--- src/rtl/axi_slave_wr_arbiter.sv ---
// axi_slave_wr_arbiter: round-robin AW/W arbiter for one slave port with an in-order B-response owner FIFO
module axi_slave_wr_arbiter #(
  parameter int NUM_MASTERS     = 4,
  parameter int MAX_OUTSTANDING = 4,
  parameter int IDX_W           = $clog2(NUM_MASTERS)
) (
  input  logic                               ACLK,
  input  logic                               ARESETn,
  input  logic [NUM_MASTERS-1:0]             M_AWVALID,
  output logic [NUM_MASTERS-1:0]             M_AWREADY,
  output logic                               S_AWVALID,
  input  logic                               S_AWREADY,
  input  logic [NUM_MASTERS-1:0]             M_WVALID,
  input  logic [NUM_MASTERS-1:0]             M_WLAST,
  output logic [NUM_MASTERS-1:0]             M_WREADY,
  output logic                               S_WVALID,
  output logic                               S_WLAST,
  input  logic                               S_WREADY,
  input  logic                               S_BVALID,
  input  logic                               S_BREADY,
  output logic [IDX_W-1:0]                   aw_sel,
  output logic [IDX_W-1:0]                   w_sel,
  output logic [IDX_W-1:0]                   b_sel,
  output logic                               b_sel_valid,
  output logic [$clog2(MAX_OUTSTANDING):0]   outstanding,
  output logic                               err_orphan_b
);
  localparam int PTR_W = $clog2(MAX_OUTSTANDING);
  localparam int CNT_W = PTR_W + 1;
  localparam logic [CNT_W-1:0] MAX_CNT = CNT_W'(MAX_OUTSTANDING);
  localparam logic [IDX_W-1:0] LAST = IDX_W'(NUM_MASTERS - 1);
  localparam logic [NUM_MASTERS-1:0] ONE = NUM_MASTERS'(1);
  localparam logic [1:0] IDLE = 2'd0;
  localparam logic [1:0] AW   = 2'd1;
  localparam logic [1:0] W    = 2'd2;
  logic [1:0] state;
  logic [IDX_W-1:0] rr_ptr, grant_idx, idx;
  logic grant_found, aw_hs, w_last_hs, push, pop, empty, full;
  logic [IDX_W-1:0] fifo [MAX_OUTSTANDING];
  logic [PTR_W-1:0] wr_ptr, rd_ptr;
  assign S_AWVALID   = state == AW && M_AWVALID[aw_sel];
  assign M_AWREADY   = (state == AW && S_AWREADY) ? ONE << aw_sel : '0;
  assign S_WVALID    = state == W && M_WVALID[w_sel];
  assign S_WLAST     = state == W && M_WLAST[w_sel];
  assign M_WREADY    = (state == W && S_WREADY) ? ONE << w_sel : '0;
  assign aw_hs       = S_AWVALID && S_AWREADY;
  assign w_last_hs   = S_WVALID && S_WREADY && S_WLAST;
  assign empty       = outstanding == '0;
  assign full        = outstanding == MAX_CNT;
  assign push        = aw_hs;
  assign pop         = S_BVALID && S_BREADY && !empty;
  assign b_sel_valid = !empty;
  assign b_sel       = empty ? '0 : fifo[rd_ptr];
  // scan downward so the requester closest to rr_ptr is the one left standing
  always_comb begin
    grant_found = 1'b0;
    grant_idx = '0;
    idx = '0;
    for (int i = NUM_MASTERS - 1; i >= 0; i--) begin
      idx = IDX_W'((int'(rr_ptr) + i) % NUM_MASTERS);
      if (M_AWVALID[idx]) begin
        grant_found = 1'b1;
        grant_idx = idx;
      end
    end
  end
  always_ff @(posedge ACLK) begin
    if (!ARESETn) begin
      state <= IDLE;
      rr_ptr <= '0;
      aw_sel <= '0;
      w_sel <= '0;
      wr_ptr <= '0;
      rd_ptr <= '0;
      outstanding <= '0;
      err_orphan_b <= 1'b0;
    end else begin
      case (state)
        IDLE: if (grant_found && !full) begin
          aw_sel <= grant_idx;
          w_sel <= grant_idx;
          state <= AW;
        end
        AW: if (aw_hs) begin
          rr_ptr <= (aw_sel == LAST) ? '0 : aw_sel + 1'b1;
          state <= W;
        end
        W: if (w_last_hs) state <= IDLE;
        default: state <= IDLE;
      endcase
      if (push) wr_ptr <= wr_ptr + 1'b1;
      if (pop) rd_ptr <= rd_ptr + 1'b1;
      if (push != pop) outstanding <= push ? outstanding + 1'b1 : outstanding - 1'b1;
      if (S_BVALID && empty) err_orphan_b <= 1'b1;
    end
  end
  always_ff @(posedge ACLK) begin
    if (push) fifo[wr_ptr] <= aw_sel;
  end
endmodule

--- config.mk ---
export PLATFORM = sky130hd
export DESIGN_NAME = axi_slave_wr_arbiter
export DESIGN_NICKNAME = d
export VERILOG_FILES = /design/src/rtl/axi_slave_wr_arbiter.sv
export SDC_FILE = /design/constraint.sdc
export NUM_CORES = 1
export LEC_CHECK = 0
export CAP_MARGIN = 30
export CORE_MARGIN = 3
export CORE_UTILIZATION = 46
export DETAILED_ROUTE_END_ITERATION = 10
export GPL_TIMING_DRIVEN = 1
export HOLD_SLACK_MARGIN = 0.15
export PLACE_DENSITY = 0.81
export SLEW_MARGIN = 20
export SYNTH_ARGS = -nofsm -noshare
export SYNTH_HDL_FRONTEND = slang
export SYNTH_SLANG_ARGS = --single-unit
--- constraint.sdc ---
create_clock -name ACLK -period 2.7 [get_ports ACLK]
set_clock_uncertainty 0.05 [all_clocks]
set_input_delay 0.54 -clock ACLK [delete_from_list [all_inputs] [get_ports ACLK]]
set_output_delay 0.54 -clock ACLK [all_outputs]
set_load 0.01 [all_outputs]
==> flow_summary.toml <==
[status]
outcome = "finished, final reports clean"

[sta]
fmax_mhz = 394
fin_crit_sh_pct = 94.0
setup_tns_ns = 0
rsz0062_at_grt = "false"
maxSlewViolCount = 0
worst_pin_slew_ns = 0.689
min_period_ns = 2.54
relSlewSlack_pct = 53.4
hold_violations = 0
setup_viol_count_final = 0

[clock_network]
cts_max_level = 1
cts_tree = "done"
numCtsBuffers = 3
clk_pin_slew_ns = 0.13
ctsResizeCount = 3
clock_latency_ns = 0.32
numClockSinks = 24
cts_setup_buffers = 0
ctsHoldBuffers = 0
max-clock-path-buffers = 2
cts-root-buf = "clkbuf_4"

[final_layout]
drive_above_1_share_pct = 13.0
final_common_cell = "clkdlybuf4s50_1"
stdcell_count = 207
antennaDiodeCount = 0
syn_to_final_growth_pct = 37.8
layout_common_cells = "clkdlybuf4s50_1 (36), dfxtp_1 (16), nand2_1 (11)"
final_nets = 205

[global_routing]
grt_use_total_pct = 18.9
grt_pass1_vias = 1181
antenna_found_initial = 0
grt_max_degree = 15
grt_first_pass_wirelength_mm = 5.11
grt.overflow.total = 0

[routing]
via_per_inst = 5.41
drtPass1Iterations = 4
ant_nets = 0
finalWirelength_mm = 2.99
avgRoutedWirePerCell_um = 14.4
drt-initial-drc-count = 52
post-route-drc-count = 0
vias = 1120

[pwr]
leakage_nw = 0.771
power_density_mw_per_mm2 = 555
irDropWorstVdd_mv = 0.423

[worst_setup_path]
crit_slowest_cell = "mux4_2"
crit_arrival_ns = 1.95
slowest_delay_ns = 0.49
critPathLaunchType = "input port"
path_class = "in -> out"
path_delay_family = "buffers and inverters"
worstPathRequired_ns = 2.11
cp_max_fo = 2
crit_chain = "clkdlybuf4s50_1 -> mux4_2 -> and2_2 -> dlygate4sd2_1"
worstSetupEndpointType = "output pin"
cp.buffers_inverters = 2

[synth]
ys_seq_area_share_pct = 41.8
syn-num-nets = 157
ys_seq_elements = 24
async_flop_share_pct = 0
synth-main-ff-cell = "dfxtp_1"
syn-cell-area_mm2 = 0.00134
synth_edf_count = 8
synthCells = 130
yosys.cell_types.count = 34
avgSynthCellArea_um2 = 10.3
yosys_warnings = 0

[placement]
dp_cells = 203
io_buffers = 39
gp_congestion = 0.773
hpwlAfterDp_mm = 2.33

[floorplanning]
io_pins = 40
start_util_pct = 51.3
dieWidth_um = 60
row_count = 18
die_y_um = 60
die-area_mm2 = 0.00360
coreArea_mm2 = 0.00261

[hold_path]
hold_class = "reg -> reg"

[run]
cap_violations = 0
-- per-stage QoR --
stage          power (mW)  setup WS [ns]  hold WS, ns  instance area (µm²)  util [%]
2_1_floorplan       0.618          0.530        0.403                 1340         -
3_3_place_gp        0.763        -0.0191        0.397                 1800      68.9
3_5_place_dp        0.775        -0.0379        0.415                 1800      68.9
4_1_cts              1.03          0.153        0.447                 1850      70.7
5_1_grt              1.08          0.119        0.489                 1850      70.7
6_report             1.03          0.161        0.438                 1850      70.7
-- final timing paths --
| kind | from | endpoint | slack [ns] | cells past startpoint |
|---|---|---|---|---|
| max | M_AWVALID[3] | S_AWVALID | 0.16 | 4 |
| min | err_orphan_b | err_orphan_b | 0.44 | 2 |
| max reg2reg | w_sel[0] | outstanding[2] | 0.50 | 7 |
| min reg2reg | err_orphan_b | err_orphan_b | 0.44 | 2 |
-- worst min-delay path: cells and delay by family, from the launching register on --
family / cells / cell delay [ns]
AOI/OAI and AO/OA: 1 / 0.04
and+or+nand+nor: 1 / 0.07
DFF: 1 / 0.36
-- final cells by class --
| cell class | count | area, µm² |
|---|---|---|
| inverters | 11 | 41.3 |
| flip-flops and latches | 24 | 561 |
| repair buffers | 47 | 447 |
| well taps | 30 | 37.5 |
| clock inverters | 1 | 30.0 |
| fillers | 209 | 764 |
| clock buffers | 3 | 22.5 |
| multi-input cells | 91 | 709 |
-- flip-flops by register name, summed over array words and instances (netlist names), named ones only --
name / cells
err_orphan_b: 1
fifo: 8
outstanding: 3
rd_ptr: 2
rr_ptr: 2
state: 2
w_sel: 2
wr_ptr: 2
-- cells in the mapped netlist, types with 4 or more instances --
cell type / instances / area [µm²]
nor2b_1: 4 / 25.0
ha_1: 8 / 100
and3_1: 8 / 50.1
a21oi_1: 10 / 50.1
dfxtp_1: 16 / 320
xnor2_1: 4 / 35.0
nor2_1: 10 / 37.5
and2_2: 5 / 37.5
nand2_1: 11 / 41.3
inv_1: 10 / 37.5
edfxtp_1: 8 / 240
-- layer usage --
layer,GRT usage (%),wire [µm]
met1,23.8,1250
met2,31.9,1460
met3,4.10,242
met4,5.70,34
met5,0,0
-- kinds of logic (layout without fill, tap and decap cells) --
| family | Yosys count | in the layout | share of synthesized area [%] |
|---|---|---|---|
| DFF | 24 | 24 | 41.8 |
| muxes | 8 | 8 | 11.2 |
| xor gates and xnor gates | 4 | 4 | 2.61 |
| adders and majority gates | 9 | 9 | 8.96 |
| AOI/OAI and AO/OA | 18 | 18 | 9.14 |
| buffers and inverters | 15 | 62 | 5.32 |
| and+or+nand+nor | 52 | 52 | 21.0 |
-- report_power, final --
part / leakage, nW / switching (mW) / internal (mW)
registers: 0.205 / 0.0341 / 0.405
clock network: 0.0279 / 0.112 / 0.150
logic: 0.538 / 0.146 / 0.178
total: 0.771 / 0.292 / 0.733
Note: power is estimated with default switching activity, not from simulation.
